--- src/rtl/fetch_ctrl.sv ---
// fetch_ctrl: sequencing controller between the instruction fetch unit (ifu)
// and decode. It boot-loads the reset vector, turns execute-stage branch and
// jump resolutions into IFU controls, holds the PC under decode stall, and
// squashes wrong-path instructions for FLUSH_CYCLES cycles after a redirect.
//
// Parameters : RESET_VECTOR  PC loaded at boot
//              FLUSH_CYCLES  bubbles after a taken redirect (1..7)
// Inputs     : clk, rst_n (async, active-low), stall, br_req, br_type[1:0],
//              alu_zero, alu_msb, jmp_req, jmp_target[31:0], ifu_pc[31:0],
//              ifu_instr[31:0]
// Outputs    : ifu_branch[1:0], ifu_zero, ifu_msb, ifu_pc_ld,
//              ifu_pc_data[31:0]  (combinational IFU controls)
//              instr_out[31:0], instr_valid (registered decode output)
//              flushing, fetch_cnt[15:0], flush_cnt[15:0]
// Build option: define FETCH_CTRL_PERF_EN to build the saturating
//              fetch/flush performance counters; otherwise both read 0.
module fetch_ctrl #(
  parameter logic [31:0] RESET_VECTOR = 32'h0010_0008,
  parameter int unsigned FLUSH_CYCLES = 1
) (
  input  logic        clk,
  input  logic        rst_n,
  input  logic        stall,
  input  logic        br_req,
  input  logic [1:0]  br_type,
  input  logic        alu_zero,
  input  logic        alu_msb,
  input  logic        jmp_req,
  input  logic [31:0] jmp_target,
  input  logic [31:0] ifu_pc,
  input  logic [31:0] ifu_instr,
  output logic [1:0]  ifu_branch,
  output logic        ifu_zero,
  output logic        ifu_msb,
  output logic        ifu_pc_ld,
  output logic [31:0] ifu_pc_data,
  output logic [31:0] instr_out,
  output logic        instr_valid,
  output logic        flushing,
  output logic [15:0] fetch_cnt,
  output logic [15:0] flush_cnt
);

  typedef enum logic [1:0] {
    S_BOOT,
    S_RUN,
    S_FLUSH
  } state_e;

  localparam logic [2:0] FLUSH_INIT = 3'(FLUSH_CYCLES - 1);

  state_e      state_q, state_d;
  logic [2:0]  flush_left_q, flush_left_d;
  logic [31:0] instr_q, instr_d;
  logic        valid_q, valid_d;
  logic        capture;      // accept ifu_instr as a new in-path instruction
  logic        flush_enter;  // taken redirect this cycle
  logic        br_taken;

  assign br_taken = (br_type == 2'b01 &&  alu_zero) ||
                    (br_type == 2'b10 && !alu_zero) ||
                    (br_type == 2'b11 &&  alu_msb);

  always_ff @(posedge clk or negedge rst_n) begin
    if (!rst_n) begin
      state_q      <= S_BOOT;
      flush_left_q <= '0;
      instr_q      <= '0;
      valid_q      <= 1'b0;
    end else begin
      state_q      <= state_d;
      flush_left_q <= flush_left_d;
      instr_q      <= instr_d;
      valid_q      <= valid_d;
    end
  end

  always_comb begin
    state_d      = state_q;
    flush_left_d = flush_left_q;
    instr_d      = instr_q;
    valid_d      = valid_q;
    ifu_branch   = 2'b00;
    ifu_zero     = 1'b0;
    ifu_msb      = 1'b0;
    ifu_pc_ld    = 1'b0;
    ifu_pc_data  = '0;
    capture      = 1'b0;
    flush_enter  = 1'b0;

    case (state_q)
      S_BOOT: begin
        ifu_pc_ld   = 1'b1;
        ifu_pc_data = RESET_VECTOR;
        state_d     = S_RUN;
      end
      S_RUN: begin
        if (jmp_req) begin
          ifu_pc_ld   = 1'b1;
          ifu_pc_data = jmp_target;
          flush_enter = 1'b1;
        end else if (br_req) begin
          ifu_branch = br_type;
          ifu_zero   = alu_zero;
          ifu_msb    = alu_msb;
          if (br_taken) flush_enter = 1'b1;
          else          capture     = 1'b1;
        end else if (stall) begin
          ifu_pc_ld   = 1'b1;
          ifu_pc_data = ifu_pc;
        end else begin
          capture = 1'b1;
        end
      end
      S_FLUSH: begin
        // Redirect requests here come from squashed instructions: ignored.
        if (stall) begin
          ifu_pc_ld   = 1'b1;
          ifu_pc_data = ifu_pc;
        end
        if (flush_left_q == 3'd0) begin
          state_d = S_RUN;
          // The last flush cycle already fetches in-path, so capture it.
          if (!stall) capture = 1'b1;
        end else begin
          flush_left_d = flush_left_q - 3'd1;
        end
      end
      default: state_d = S_BOOT;
    endcase

    if (flush_enter) begin
      state_d      = S_FLUSH;
      flush_left_d = FLUSH_INIT;
      valid_d      = 1'b0;
    end
    if (capture) begin
      instr_d = ifu_instr;
      valid_d = 1'b1;
    end
  end

  assign instr_out   = instr_q;
  assign instr_valid = valid_q;
  assign flushing    = (state_q == S_FLUSH);

`ifdef FETCH_CTRL_PERF_EN
  logic [15:0] fetch_cnt_q, flush_cnt_q;

  always_ff @(posedge clk or negedge rst_n) begin
    if (!rst_n) begin
      fetch_cnt_q <= '0;
      flush_cnt_q <= '0;
    end else begin
      if (capture && fetch_cnt_q != '1)     fetch_cnt_q <= fetch_cnt_q + 16'd1;
      if (flush_enter && flush_cnt_q != '1) flush_cnt_q <= flush_cnt_q + 16'd1;
    end
  end

  assign fetch_cnt = fetch_cnt_q;
  assign flush_cnt = flush_cnt_q;
`else
  assign fetch_cnt = '0;
  assign flush_cnt = '0;
`endif

endmodule

--- config.mk ---
export PLATFORM = sky130hd
export DESIGN_NAME = fetch_ctrl
export DESIGN_NICKNAME = d
export VERILOG_FILES = /design/src/rtl/fetch_ctrl.sv
export SDC_FILE = /design/constraint.sdc
export NUM_CORES = 1
export LEC_CHECK = 0
export BUFFER_PORTS_ARGS = -buffer_cell sky130_fd_sc_hd__buf_2
export CORE_MARGIN = 4
export CORE_UTILIZATION = 40
export DETAILED_ROUTE_END_ITERATION = 6
export PLACE_DENSITY = 0.82
export RECOVER_POWER = 100
export SYNTH_ARGS = -nofsm -noshare
export SYNTH_HDL_FRONTEND = slang
export SYNTH_SLANG_ARGS = --single-unit
--- constraint.sdc ---
create_clock -name clk -period 6.2 [get_ports clk]
set_clock_uncertainty 0.2 [all_clocks]
set_input_delay 0.62 -clock clk [delete_from_list [all_inputs] [get_ports clk]]
set_output_delay 0.62 -clock clk [all_outputs]
set_load 0.01 [all_outputs]
==> results_dict.tcl, run 1 <==
set metrics [dict create \
    tightest_slew_ps 1980 \
    start_util_pct 42.2 \
    finalInstanceArea_um2 3170 \
    violations "max-capacitance violations, max-slew violations" \
    grt_setup_unrepaired "no" \
    path_class "flop to output port" \
    synth_common_cells "dfrtp_1, nor2_1, buf_4" \
    power_leakage_uw 0.00157 \
    antenna_cells 0 \
    finalSetupViolCount 0 \
    die_h_um 87.9 \
    synth-edff-count 0 \
    dieArea_um2 7730 \
    reg2regPathDepth 6 \
    holdWs_ps 292 \
    routed_via_density 4.79 \
    ys_seq_area_share_pct 37.2 \
    fillers 645 \
    dp_hpwl_um 6190 \
    cts.sinks 38 \
    vias 2318 \
    rows 28 \
    drv_slew 73 \
    top_level_ports 208 \
    period_minus_slack_ps 3560 \
    slew_headroom_pct -31.8 \
    yosys-top-cells-area "dfrtp_1, mux2_4, buf_4, a22oi_1, nor2_1" \
    vdd_drop_max_mv 0.236 \
    ys.flop_type "dfrtp_1" \
    worst_ep_arrival_time_ps 2740 \
    p_per_area_nw_per_um2 400 \
    grt_pass1_vias 2229 \
    core_um2 6060 \
    post-route-period-util_pct 57.4 \
    ys_seq_elements 38 \
    drt_pass1_iterations 4 \
    cp_slowest_cell "o21a_1" \
    drt-total-wl_um 7600 \
    post_drt_wl_per_cell_um 15.7 \
    worstHoldPathType "flop to flop" \
    layout-drive-gt1-share_pct 29.3 \
    cap_violations 2 \
    ant_nets 0 \
    status "finished with violations" \
    synth.avg_cell_area_um2 10.6 \
    clock.fmax_mhz 281 \
    io_buffers 175 \
    synth_top_area_share_pct 37.2 \
    dr.first_iter.drc_count 78 \
    clk_path_buf_depth 2 \
    path_cells "inv_1 > ha_1 > nor3b_1 > o21a_1 > a22oi_1 > nor2_1 > clkbuf_1" \
    htreeDepth 2 \
    async_reset_ff_share_pct 100 \
    hold_buffers 0 \
    crit_required_ps 5380 \
    cp-end-kind "output port" \
    gp_congestion 0.855 \
    clkLatencyLatePin_ps 280 \
    grt_max_degree 39 \
    syn_to_final_growth_pct 24.0 \
    cts_resized 0 \
    grt_pass1_wl_um 11300 \
    drc 0 \
    clk_pin_slew_ps 70 \
    crit_fanout 30 \
    cp_slowest_stage_delay_ps 810 \
    finalHoldViolCount 0 \
    synth_top_cell_by_area "dfrtp_1" \
    setup-tns-final_ps 0 \
    cts_setup_buffers 0 \
    hold_path_depth 1 \
    cp-start-kind "flop" \
    synth-warning-count 0 \
    placed_area_um2 3280 \
    antenna_found_initial 0 \
    grt_overflow 0 \
    placedCellCount 476 \
    syn_area_um2 2550 \
    nNetsFinal 520 \
    cts_buffers 5 \
    finalNonFillerCells 484 \
    post-synth-top-count-cell "dfrtp_1" \
    cts-root-buf "clkbuf_8" \
    synthDistinctLibCells 32 \
    die-width_um 87.9 \
    syn_inst 242 \
    track_usage_pct 19.0 \
    tritoncts "yes" \
]
-- state kept, by name, indices dropped and copies added (netlist names) --
| register | count |
|---|---|
| instr_valid | 1 |
| state_q | 2 |
| instr_out | 32 |
| flush_left_q | 3 |
-- layout by cell type (no fill, tap or decap), drive strengths merged, types with 2 or more instances in the layout --
cell	instances
clkbuf	78
nor2b	6
nor2	35
nand2	4
a21oi	8
nand2b	3
conb	32
o21ai	2
buf	104
dfrtp	38
a31oi	3
inv	7
and3	4
o21a	2
a22oi	30
mux2	33
a22o	2
ha	7
-- stage by stage --
step           power, uW  setup slack [ps]  util, %
2_1_floorplan       1000              3680        -
3_3_place_gp        1230              3120     54.1
3_5_place_dp        1250              3000     54.1
4_1_cts             1430              2680     55.7
5_1_grt             1380              2380     52.3
6_report            1270              2640     52.3
-- logic make-up (layout without fill, tap and decap cells) --
group,Yosys count,after routing,share of synthesized area [%]
AND/OR/NAND/NOR,55,55,10.1
AO/OA/AOI/OAI,51,51,14.1
adder cells (fa/ha/maj),7,7,3.43
XOR/XNOR,1,1,0.343
multiplexers,34,34,19.2
other,1,32,0.147
flip-flops,38,38,37.2
buffers and inverters,55,191,15.4
-- per-layer routing --
layer | routed length (um) | global-route usage (%) | vias to the layer above
li1 | - | - | 1111
met1 | 2770 | 22.4 | 1045
met2 | 3670 | 31.8 | 152
met3 | 958 | 5.64 | 10
met4 | 205 | 8.65 | 0
met5 | 0 | 0 | -
-- power by group --
| group | switching (uW) | leakage (uW) | total (uW) | internal, uW |
|---|---|---|---|---|
| sequential | 64.7 | 0.000462 | 435 | 371 |
| clock | 85.9 | 0.0000472 | 175 | 89.3 |
| combinational | 387 | 0.00106 | 656 | 269 |
| total | 537 | 0.00157 | 1270 | 729 |
-- path summary, 6_finish.rpt --
check | from | endpoint | slack [ps]
worst min register to register | instr_out[1]$_DFFE_PN0P_ | instr_out[1]$_DFFE_PN0P_ | 290
worst max register to register | state_q[1]$_DFFE_PN0P_ | instr_out[20]$_DFFE_PN0P_ | 3150
worst min-delay path | instr_out[1]$_DFFE_PN0P_ | instr_out[1]$_DFFE_PN0P_ | 290
worst max-delay path | state_q[1]$_DFFE_PN0P_ | ifu_pc_data[15] | 2640
min in group asynchronous | rst_n | instr_out[23]$_DFFE_PN0P_ | 690
max in group asynchronous | rst_n | instr_out[13]$_DFFE_PN0P_ | 3980
-- worst max-delay path, delay by kind of cell, from the launching register on --
kind / cells / cell delay (ps)
fa+ha+maj: 1 / 320
flops: 1 / 420
simple gates: 2 / 440
buf+inv: 2 / 290
compound gates: 2 / 970
-- area by class of cell --
class | instances | area, um^2 | share of cell area, %
Multi-Input combinational cell | 180 | 1210 | 38.2
Sequential cell | 38 | 951 | 30.0
Timing Repair Buffer | 176 | 793 | 25.0
Tap cell | 75 | 93.8 | 2.96
Clock buffer | 6 | 82.6 | 2.61
Inverter | 7 | 26.3 | 0.829
Clock inverter | 2 | 12.5 | 0.395
Note: power is estimated with default switching activity, not from simulation.
==> run 2: changes to the inputs <==
- ABC_AREA: unset -> 1
- CORE_UTILIZATION: 40 -> 39
- PLACE_DENSITY: 0.82 -> 0.81
- clock period: 6.2 -> 3.5 ns (I/O delays scaled with it)
==> run 2 against run 1 <==
  * The run still ends with max-capacitance violations, max-slew violations left
  * Design area increased by 3.8%
  * Die area increased by 0.96%
  * Highest routed layer unchanged
  * Flip-flop and latch count unchanged
  * Largest cell class unchanged
  * Via count increased by 20%
  * Non-clock buffer count increased by 3
  * Clock power increased by 110%
  * Critical path type unchanged
==> results_dict.tcl, run 2 <==
set metrics [dict create \
    drc 0 \
    path_cells "inv_1 > ha_1 > nand2_1 > inv_1 > nand2_1 > a21oi_1 > clkbuf_1" \
    die_h_um 88.3 \
    synth_top_area_share_pct 37.8 \
    worst_ep_arrival_time_ps 2340 \
    synth-edff-count 0 \
    core_um2 6310 \
    clock.fmax_mhz 346 \
    cts_buffers 5 \
    cap_violations 1 \
    post-route-period-util_pct 82.5 \
    crit_fanout 30 \
    switching_power_uw 1120 \
    antenna_found_initial 0 \
    dr.first_iter.drc_count 87 \
    start_util_pct 39.9 \
    min_to "instr_out[14]$_DFFE_PN0P_" \
    cts_resized 0 \
    clk_pin_slew_ps 80 \
    ys_seq_area_share_pct 37.8 \
    synth_common_cells "nand2_1, dfrtp_1, nand3_1" \
    r2r_slack_ps 720 \
    crit_required_ps 2950 \
    dp_hpwl_um 6280 \
    p_int_uw 1250 \
    rows 29 \
    slew_headroom_pct -29.2 \
    top_level_ports 208 \
    final_cell_mix "nand2_1, buf_2, clkbuf_1" \
    clockPowerShare_pct 15.5 \
    regArea_um2 951 \
    grt_pass1_vias 2584 \
    syn_area_um2 2520 \
    cp_slowest_cell "inv_1" \
    drt-total-wl_um 7960 \
    tightest_slew_ps 1940 \
    nNetsFinal 627 \
    cp-end-kind "output port" \
    finalNonFillerCells 593 \
    drt_pass1_iterations 5 \
    synthDistinctLibCells 26 \
    cts.sinks 38 \
    grt_overflow 0 \
    violations "max-capacitance violations, max-slew violations" \
    cp_slowest_stage_delay_ps 610 \
    dp_slack_ps 973 \
    ant_nets 0 \
    power_leakage_uw 0.00176 \
    gp_congestion 0.818 \
    placedCellCount 584 \
    vdd_drop_max_mv 0.537 \
    drv_slew 39 \
    grt_max_degree 39 \
    period_minus_slack_ps 2890 \
    cp-start-kind "flop" \
    ys_seq_elements 38 \
    multi_input_comb_area_um2 1240 \
    setup-tns-final_ps 0 \
    ys.flop_type "dfrtp_1" \
    fillers 646 \
    yosys-top-cells-area "dfrtp_1, nand2_1, buf_4, nand3_1, a21oi_1" \
    layout-drive-gt1-share_pct 23.6 \
    swShare_pct 47.2 \
    antenna_cells 0 \
    clkLatencyLatePin_ps 290 \
    pwr-share-comb_pct 53.1 \
    post_drt_wl_per_cell_um 13.4 \
    seq_power_share_pct 31.4 \
    cts_setup_buffers 0 \
    min_from "ifu_instr[14]" \
    synth.avg_cell_area_um2 7.19 \
    hold_path_depth 3 \
    finalHoldViolCount 0 \
    dieArea_um2 7800 \
    grt_setup_unrepaired "no" \
    reg2reg_from "state_q[1]$_DFFE_PN0P_" \
    die-width_um 88.3 \
    syn_inst 350 \
    finalPower_uw 2360 \
    worstHoldPathType "input port to flop" \
    status "finished with violations" \
    reg2regPathDepth 8 \
    routed_via_density 4.70 \
    largest_reg_flops 32 \
    io_buffers 175 \
    finalSetupViolCount 0 \
    setup_slack_ps 611 \
    tritoncts "yes" \
    track_usage_pct 19.2 \
    post-synth-top-count-cell "nand2_1" \
    p_per_area_nw_per_um2 719 \
    vias 2789 \
    worstReg2RegEnd "instr_out[13]$_DFFE_PN0P_" \
    cts-root-buf "clkbuf_8" \
    htreeDepth 2 \
    final_common_cell "nand2_1" \
    grt_pass1_wl_um 11700 \
    synth-warning-count 0 \
    path_class "flop to output port" \
    clk_path_buf_depth 2 \
    syn_to_final_growth_pct 30.7 \
    synth_top_cell_by_area "dfrtp_1" \
    async_reset_ff_share_pct 100 \
]
run 2: worst max-delay path, delay by kind of cell, from the launching register on:
kind	cells	cell delay [ps]
adder cells (fa/ha/maj)	1	320
AO/OA/AOI/OAI	1	210
buffers and inverters	3	890
AND/OR/NAND/NOR	2	200
flip-flops	1	430
run 2: power by group through the flow:
stage	registers [uW]	logic [uW]	clock network (uW)
after floorplan	818	802	0
after global placement	743	1310	0
after detailed placement	739	1360	0
after CTS	739	1360	377
after global routing	768	1430	400
final	742	1260	367
run 2: metal layers:
metal	GRT usage, %	wire [um]
met5	0	0
met4	6.73	138
met3	4.56	908
met2	35.6	4130
met1	21.3	2780
run 2: cell type report:
class                           count  share of cell area [%]
Clock buffer                        5                    2.09
Clock inverter                      3                    1.37
Inverter                           18                    2.05
Multi-Input combinational cell    273                    37.8
Sequential cell                    38                    28.9
Tap cell                           77                    2.93
Timing Repair Buffer              179                    24.9
run 2: what timing repair did:
item / CTS / global route
hold buffers: 1 / 0
hold endpoints to repair: 38 / 0
endpoints found under the setup margin: 0 / 0
run 2: how the worst max path moves through the flow:
| stage | startpoint | to | cells past startpoint |
|---|---|---|---|
| 6_report | state_q[1]$_DFFE_PN0P_ | ifu_pc_data[1] | 7 |
| 5_1_grt | state_q[1]$_DFFE_PN0P_ | ifu_pc_data[4] | 7 |
| 4_1_cts | state_q[1]$_DFFE_PN0P_ | ifu_pc_data[1] | 7 |
| 3_5_place_dp | state_q[1]$_DFFE_PN0P_ | ifu_pc_data[1] | 7 |
| 3_3_place_gp | state_q[1]$_DFFE_PN0P_ | ifu_pc_data[1] | 7 |
| 2_1_floorplan | state_q[0]$_DFFE_PN0P_ | ifu_pc_data[11] | 8 |
run 2: through the flow:
stage	instance area, um^2	util [%]	hold slack, ps
after floorplan	2630	-	-146
after global placement	3260	51.7	251
after detailed placement	3260	51.7	256
after CTS	3390	53.6	74.4
after global routing	3290	52.1	78.4
final	3290	52.1	87.5
run 2: logic make-up after synthesis:
group / share of synthesized area [%]
flip-flops: 37.8
adder cells (fa/ha/maj): 3.48
AND/OR/NAND/NOR: 31.3
XOR/XNOR: 0.348
buffers and inverters: 17.2
other: 0.149
AO/OA/AOI/OAI: 9.79
